**src/rtl/dco_nco_if.sv**
```systemverilog
// Control/observation bundle between the loop filter side and the DCO/NCO.
// The master drives the control word and freeze; the slave (the NCO) drives the feedback outputs.
interface dco_nco_if #(
  parameter int CTRL_W = 8,
  parameter int ACC_W  = 16
);
  logic [CTRL_W-1:0] speed_var;
  logic              freeze;
  logic              fb_clk;
  logic              fb_pulse;
  logic [ACC_W-1:0]  inc;
  logic              locked;

  modport master (
    output speed_var, freeze,
    input  fb_clk, fb_pulse, inc, locked
  );

  modport slave (
    input  speed_var, freeze,
    output fb_clk, fb_pulse, inc, locked
  );
endinterface

```
**src/rtl/dco_nco.sv**
```systemverilog
// Digitally controlled oscillator for the PLL feedback path: phase accumulator driven by a
// clamped, gain-scaled increment derived from speed_var, plus a lock detector on the control word.
module dco_nco #(
  parameter int CTRL_W     = 8,
  parameter int ACC_W      = 16,
  parameter int BASE_INC   = 256,
  parameter int GAIN_SHIFT = 2,
  parameter int MIN_INC    = 1,
  parameter int MAX_INC    = 32767,
  parameter int LOCK_TOL   = 2,
  parameter int LOCK_CNT   = 16
) (
  input  logic      clk,
  input  logic      rst_n,
  dco_nco_if.slave  io_nco
);

  localparam int RAW_W = ACC_W + 2;
  localparam int CNT_W = $clog2(LOCK_CNT + 1);

  localparam logic [CTRL_W-1:0]        CTRL_MID = CTRL_W'(2 ** (CTRL_W - 1));
  localparam logic signed [CTRL_W:0]   OFF_MID  = (CTRL_W + 1)'(2 ** (CTRL_W - 1));
  localparam logic signed [RAW_W-1:0]  BASE_RAW = RAW_W'(BASE_INC);
  localparam logic signed [RAW_W-1:0]  MIN_RAW  = RAW_W'(MIN_INC);
  localparam logic signed [RAW_W-1:0]  MAX_RAW  = RAW_W'(MAX_INC);
  localparam logic [CTRL_W-1:0]        TOL      = CTRL_W'(LOCK_TOL);
  localparam logic [CNT_W-1:0]         CNT_MAX  = CNT_W'(LOCK_CNT);

  typedef enum logic {
    ACQUIRE = 1'b0,
    LOCKED  = 1'b1
  } lockState_t;

  logic [CTRL_W-1:0]        r_ctrlQ;
  logic [CTRL_W-1:0]        r_ctrlPrev;
  logic [ACC_W-1:0]         r_inc;
  logic [ACC_W-1:0]         r_acc;
  logic                     r_fbClk;
  logic                     r_fbPulse;
  logic [CNT_W-1:0]         r_stableCnt;
  lockState_t               r_state;

  logic signed [CTRL_W:0]   w_off;
  logic signed [RAW_W-1:0]  w_offExt;
  logic signed [RAW_W-1:0]  w_raw;
  logic [ACC_W-1:0]         w_incNext;
  logic [ACC_W-1:0]         w_accNext;
  logic [CTRL_W-1:0]        w_delta;
  logic                     w_stable;
  logic [CNT_W-1:0]         w_cntInc;
  logic [CNT_W-1:0]         w_cntNext;
  lockState_t               w_stateNext;

  // Widened to ACC_W+2 signed bits so the shifted offset and the clamp compare can never overflow.
  always_comb begin
    w_off     = $signed({1'b0, r_ctrlQ}) - OFF_MID;
    w_offExt  = {{(RAW_W - CTRL_W - 1){w_off[CTRL_W]}}, w_off};
    w_raw     = BASE_RAW + (w_offExt <<< GAIN_SHIFT);
    w_incNext = w_raw[ACC_W-1:0];
    if (w_raw < MIN_RAW) begin
      w_incNext = ACC_W'(MIN_INC);
    end else if (w_raw > MAX_RAW) begin
      w_incNext = ACC_W'(MAX_INC);
    end
  end

  assign w_accNext = r_acc + r_inc;
  assign w_delta   = (r_ctrlQ >= r_ctrlPrev) ? (r_ctrlQ - r_ctrlPrev) : (r_ctrlPrev - r_ctrlQ);
  assign w_stable  = (w_delta <= TOL);
  assign w_cntInc  = (r_stableCnt == CNT_MAX) ? r_stableCnt : (r_stableCnt + CNT_W'(1));

  always_ff @(posedge clk or negedge rst_n) begin
    if (!rst_n) begin
      r_ctrlQ    <= CTRL_MID;
      r_ctrlPrev <= CTRL_MID;
      r_inc      <= ACC_W'(BASE_INC);
      r_acc      <= '0;
      r_fbClk    <= 1'b0;
      r_fbPulse  <= 1'b0;
    end else begin
      r_ctrlQ    <= io_nco.speed_var;
      r_ctrlPrev <= r_ctrlQ;
      if (!io_nco.freeze) begin
        r_inc <= w_incNext;
      end
      r_acc     <= w_accNext;
      r_fbClk   <= w_accNext[ACC_W-1];
      r_fbPulse <= w_accNext[ACC_W-1] & ~r_acc[ACC_W-1];
    end
  end

  always_ff @(posedge clk or negedge rst_n) begin
    if (!rst_n) begin
      r_state     <= ACQUIRE;
      r_stableCnt <= '0;
    end else begin
      r_state     <= w_stateNext;
      r_stableCnt <= w_cntNext;
    end
  end

  // Lock flag is the state itself, so it changes on the same edge as the transition.
  always_comb begin
    w_stateNext = r_state;
    w_cntNext   = r_stableCnt;
    case (r_state)
      ACQUIRE: begin
        if (w_stable) begin
          w_cntNext = w_cntInc;
          if (w_cntInc == CNT_MAX) begin
            w_stateNext = LOCKED;
          end
        end else begin
          w_cntNext = '0;
        end
      end
      LOCKED: begin
        if (w_stable) begin
          w_cntNext = w_cntInc;
        end else begin
          w_stateNext = ACQUIRE;
          w_cntNext   = '0;
        end
      end
      default: begin
        w_stateNext = ACQUIRE;
        w_cntNext   = '0;
      end
    endcase
  end

  assign io_nco.fb_clk   = r_fbClk;
  assign io_nco.fb_pulse = r_fbPulse;
  assign io_nco.inc      = r_inc;
  assign io_nco.locked   = (r_state == LOCKED);

endmodule

```
**src/flat_wrapper.sv**
```systemverilog
// flat-port wrapper written by rule: the top's interface ports become plain ports
module dco_nco_flat 
#(
  parameter int CTRL_W     = 8,
  parameter int ACC_W      = 16,
  parameter int BASE_INC   = 256,
  parameter int GAIN_SHIFT = 2,
  parameter int MIN_INC    = 1,
  parameter int MAX_INC    = 32767,
  parameter int LOCK_TOL   = 2,
  parameter int LOCK_CNT   = 16
)
  (clk, rst_n, io_nco_speed_var, io_nco_freeze, io_nco_fb_clk, io_nco_fb_pulse, io_nco_inc, io_nco_locked);
  dco_nco_if #(.CTRL_W(CTRL_W), .ACC_W(ACC_W)) io_nco_i ();
  input  logic clk;
  input  logic rst_n;
  input wire logic [$bits(io_nco_i.speed_var)-1:0] io_nco_speed_var;
  input wire logic [$bits(io_nco_i.freeze)-1:0] io_nco_freeze;
  output wire logic [$bits(io_nco_i.fb_clk)-1:0] io_nco_fb_clk;
  output wire logic [$bits(io_nco_i.fb_pulse)-1:0] io_nco_fb_pulse;
  output wire logic [$bits(io_nco_i.inc)-1:0] io_nco_inc;
  output wire logic [$bits(io_nco_i.locked)-1:0] io_nco_locked;
  assign io_nco_i.speed_var = io_nco_speed_var;
  assign io_nco_i.freeze = io_nco_freeze;
  assign io_nco_fb_clk = io_nco_i.fb_clk;
  assign io_nco_fb_pulse = io_nco_i.fb_pulse;
  assign io_nco_inc = io_nco_i.inc;
  assign io_nco_locked = io_nco_i.locked;
  dco_nco #(.CTRL_W(CTRL_W), .ACC_W(ACC_W), .BASE_INC(BASE_INC), .GAIN_SHIFT(GAIN_SHIFT), .MIN_INC(MIN_INC), .MAX_INC(MAX_INC), .LOCK_TOL(LOCK_TOL), .LOCK_CNT(LOCK_CNT)) u_core (.clk(clk), .rst_n(rst_n), .io_nco(io_nco_i));
endmodule
```
**config.mk**
```make
export PLATFORM = sky130hd
export DESIGN_NAME = dco_nco_flat
export DESIGN_NICKNAME = d
export VERILOG_FILES = /design/src/rtl/dco_nco_if.sv /design/src/rtl/dco_nco.sv /design/src/flat_wrapper.sv
export SDC_FILE = /design/constraint.sdc
export NUM_CORES = 1
export LEC_CHECK = 0
export ABC_AREA = 1
export BUFFER_PORTS_ARGS = -buffer_cell sky130_fd_sc_hd__buf_4
export CORE_ASPECT_RATIO = 0.6
export CORE_MARGIN = 1.5
export CORE_UTILIZATION = 42
export DETAILED_ROUTE_END_ITERATION = 10
export HOLD_SLACK_MARGIN = 0.03
export SLEW_MARGIN = 5
export SYNTH_ARGS = -nofsm -noshare
export SYNTH_HDL_FRONTEND = slang
export SYNTH_SLANG_ARGS = --single-unit
export TNS_END_PERCENT = 30
```
**constraint.sdc**
```tcl
create_clock -name clk -period 1.7 [get_ports clk]
set_input_delay 0.085 -clock clk [delete_from_list [all_inputs] [get_ports clk]]
set_output_delay 0.085 -clock clk [all_outputs]
set_load 0.03 [all_outputs]
```
==> reports/qor.csv <==
stage,metric,value,unit
power,p_leak,2.19,nW
detailed_routing,dr.pass1.iters,4,
power,vdd_drop_max,0.792,mV
timing,rsz0062_at_grt,true,
logic_synthesis,synth_top_area_share,36.5,%
cts,cts.sinks,49,
detailed_routing,via_per_inst,4.60,
final_layout,areaGrowthSynthToFinish,33.6,%
logic_synthesis,synth_cells,391,
final_layout,layout_commonest_cell,nand2_1,
timing,fin_ws,-366,ps
global_routing,grt_use_met3,4.95,%
global_routing,track_usage,18.7,%
final_layout,final_cell_mix,"nand2_1, buf_4, inv_1",
timing,fmax,0.484,GHz
die,rows,24,
detailed_routing,vias,2650,
worst_setup_path,cp-start-kind,flip-flop,
worst_setup_path,reg2reg_from,u_core.r_ctrlQ[0],
detailed_routing,routed_wl,6930,microns
worst_setup_path,reg2reg_to,u_core.r_stableCnt[0],
job,max_cap_viol_count,0,
min_path,hp-class,in2reg,
worst_setup_path,rr_worst_depth,10,
place,gp_congestion,0.827,
final_layout,layout.nets,516,
power,powerDensity,1080,nW/um^2
timing,finalClockSkew,6.12,ps
global_routing,grt_first_pass_wirelength,11800,microns
detailed_routing,post_drt_wl_per_cell,12.0,microns
logic_synthesis,ys_seq_area_share,39.0,%
place,dp_slack,-408,ps
global_routing,grt_max_degree,50,
logic_synthesis,ys_warn_count,0,
timing,fin_crit,2070,ps
timing,drv_slew,0,
timing,hold_ws,81.9,ps
worst_setup_path,cp.required,1920,ps
logic_synthesis,syn_nets,436,
cts,cts_tree,done,
final_layout,final_cells,576,
detailed_routing,ant_nets,0,
logic_synthesis,syn_area,3150,sq um
logic_synthesis,synth_cell_type_count,34,
timing,slew-limit-headroom,59.9,%
global_routing,use_met1,30.0,%
die,die_w,115,microns
worst_setup_path,endpoint,u_core.r_stableCnt[0],
timing,setup_tns,-2120,ps
status,outcome,finished with violations,
timing,finalSetupViolations,6,
worst_setup_path,arrival,2280,ps
detailed_routing,post-route-drc-count,0,
worst_setup_path,worst-setup-path-type,reg2reg,
worst_setup_path,r2r_slack,-370,ps
logic_synthesis,syn_area_per_cell,8.06,sq um
final_layout,fin_area,4210,sq um
logic_synthesis,synth.area.top_cells,"dfrtp_1, ha_1, nand2_1, inv_1, a21oi_1",
global_routing,grt_most_used_layer,met1,
cts,cts_inserted_buffers,5,
global_routing,use_met2,24.9,%
die,io_pins,30,
final_layout,fin_util,58.0,%
cts,path_clk_slew,70,ps
global_routing,grt_pass1_vias,2527,
worst_setup_path,cp-startpoint,u_core.r_ctrlQ[0],
place,dp.cells,556,
place,dpl.hpwl,5320,microns
cts,cts-root-buf,clkbuf_16,
cts,clk_latency,290,ps
global_routing,grt_overflow,0,
worst_setup_path,end_kind,flip-flop,
place,portBuffers,28,
cts,h-tree-depth,2,
global_routing,antenna_found_initial,0,
timing,fin_crit_sh,122,%
power,design_power_total,4.55,mW
detailed_routing,drt_iter0_markers,153,
timing,worstMarginPinSlew,602,ps
timing,hold_viol,0,
logic_synthesis,synth_top_cell_by_area,dfrtp_1,
place,dpl-instance-area,3740,sq um
die,fp.coreArea,7270,sq um
die,dieArea,8050,sq um
final_layout,drive_gt1_share,30.5,%
final_layout,antennaDiodeCount,0,
die,die_h,70.1,microns
worst_setup_path,worst-path-max-fanout,6,
die,start_util,43.4,%
cts,ctsLongestPathBuffers,2,
status,violations,negative setup slack,
logic_synthesis,ys_ff_latch,49,
[synth_stat cells]
master,instances
nand2_1,89
inv_1,67
dfrtp_1,46
ha_1,32
a21oi_1,28
nand3_1,26
nor2_1,23
xor2_1,13
o21ai_0,10
nand4_1,8
buf_4,6
nand2_2,5
nand3_2,4
or2_2,4
dfstp_2,3
xnor2_1,3
a21oi_2,2
buf_6,2
fa_1,2
inv_2,2
o21bai_1,2
o31ai_1,2
a21boi_0,1
a21o_1,1
a31o_2,1
clkbuf_1,1
conb_1,1
mux2_2,1
nand3b_1,1
nor2_2,1
nor3_1,1
o211ai_1,1
o21a_1,1
o21ai_1,1
[routing by layer]
metal  vias up  wire length (microns)
met3         5                    204
met1      1201                   4030
met4         0                     39
li1       1398                      -
met2        46                   2650
met5         -                      0
[how the worst min path moves through the flow]
| stage | endpoint | from | cells past startpoint |
|---|---|---|---|
| 2_1_floorplan | u_core.io_nco.fb_pulse | rst_n | 0 |
| 3_3_place_gp | u_core.r_acc[13] | rst_n | 1 |
| 3_5_place_dp | u_core.r_acc[11] | rst_n | 1 |
| 4_1_cts | u_core.io_nco.inc[8] | io_nco_freeze | 2 |
| 5_1_grt | u_core.io_nco.inc[8] | io_nco_freeze | 2 |
| 6_report | u_core.io_nco.inc[8] | io_nco_freeze | 2 |
[worst max-delay path: stages (launching register included)]
cell and delay [ps]:
dfrtp_1 410, inv_2 70, ha_4 160, fa_2 500, or2_2 110, nand3_2 70, a21oi_2 130, nand3_2 110
nor2_4 140, nand3_4 130, a21oi_2 160
[layout make-up]
class	instances	area (sq um)
Sequential cell	49	1230
Inverter	69	259
Fill cell	670	3060
Clock inverter	3	17.5
Tap cell	104	130
Clock buffer	5	125
Multi-Input combinational cell	264	1810
Timing Repair Buffer	82	638
[flip-flops by register name, summed over array words and instances, names as in the netlist]
name / count
u_core.io_nco.locked: 1
u_core.r_ctrlQ: 8
u_core.r_ctrlPrev: 8
u_core.r_acc: 16
u_core.io_nco.inc: 10
u_core.r_stableCnt: 5
u_core.io_nco.fb_pulse: 1
[repair_timing]
| action | CTS | global route |
|---|---|---|
| hold buffers | 9 | 0 |
| endpoints found under the hold margin | 54 | 0 |
| endpoints found under the setup margin | 9 | 19 |
| pin swaps | 1 | 8 |
| gates resized for setup | 10 | 32 |
| buffers inserted | 2 | 1 |
[kinds of logic after synthesis]
kind of cell,count (synthesis),synth area share (%)
compound gates,50,8.93
other cells,1,0.119
simple gates,162,22.7
flops,49,39.0
xor+xnor,16,4.44
fa+ha+maj,34,14.0
buf+inv,78,10.5
mux,1,0.357
[power by group]
part | switching, mW | total (mW) | leakage [nW] | internal [mW]
Combinational | 1.06 | 2.04 | 1.52 | 0.976
Clock | 0.427 | 0.967 | 0.0696 | 0.540
Sequential | 0.135 | 1.55 | 0.596 | 1.41
Note: power is estimated with default switching activity, not from simulation.
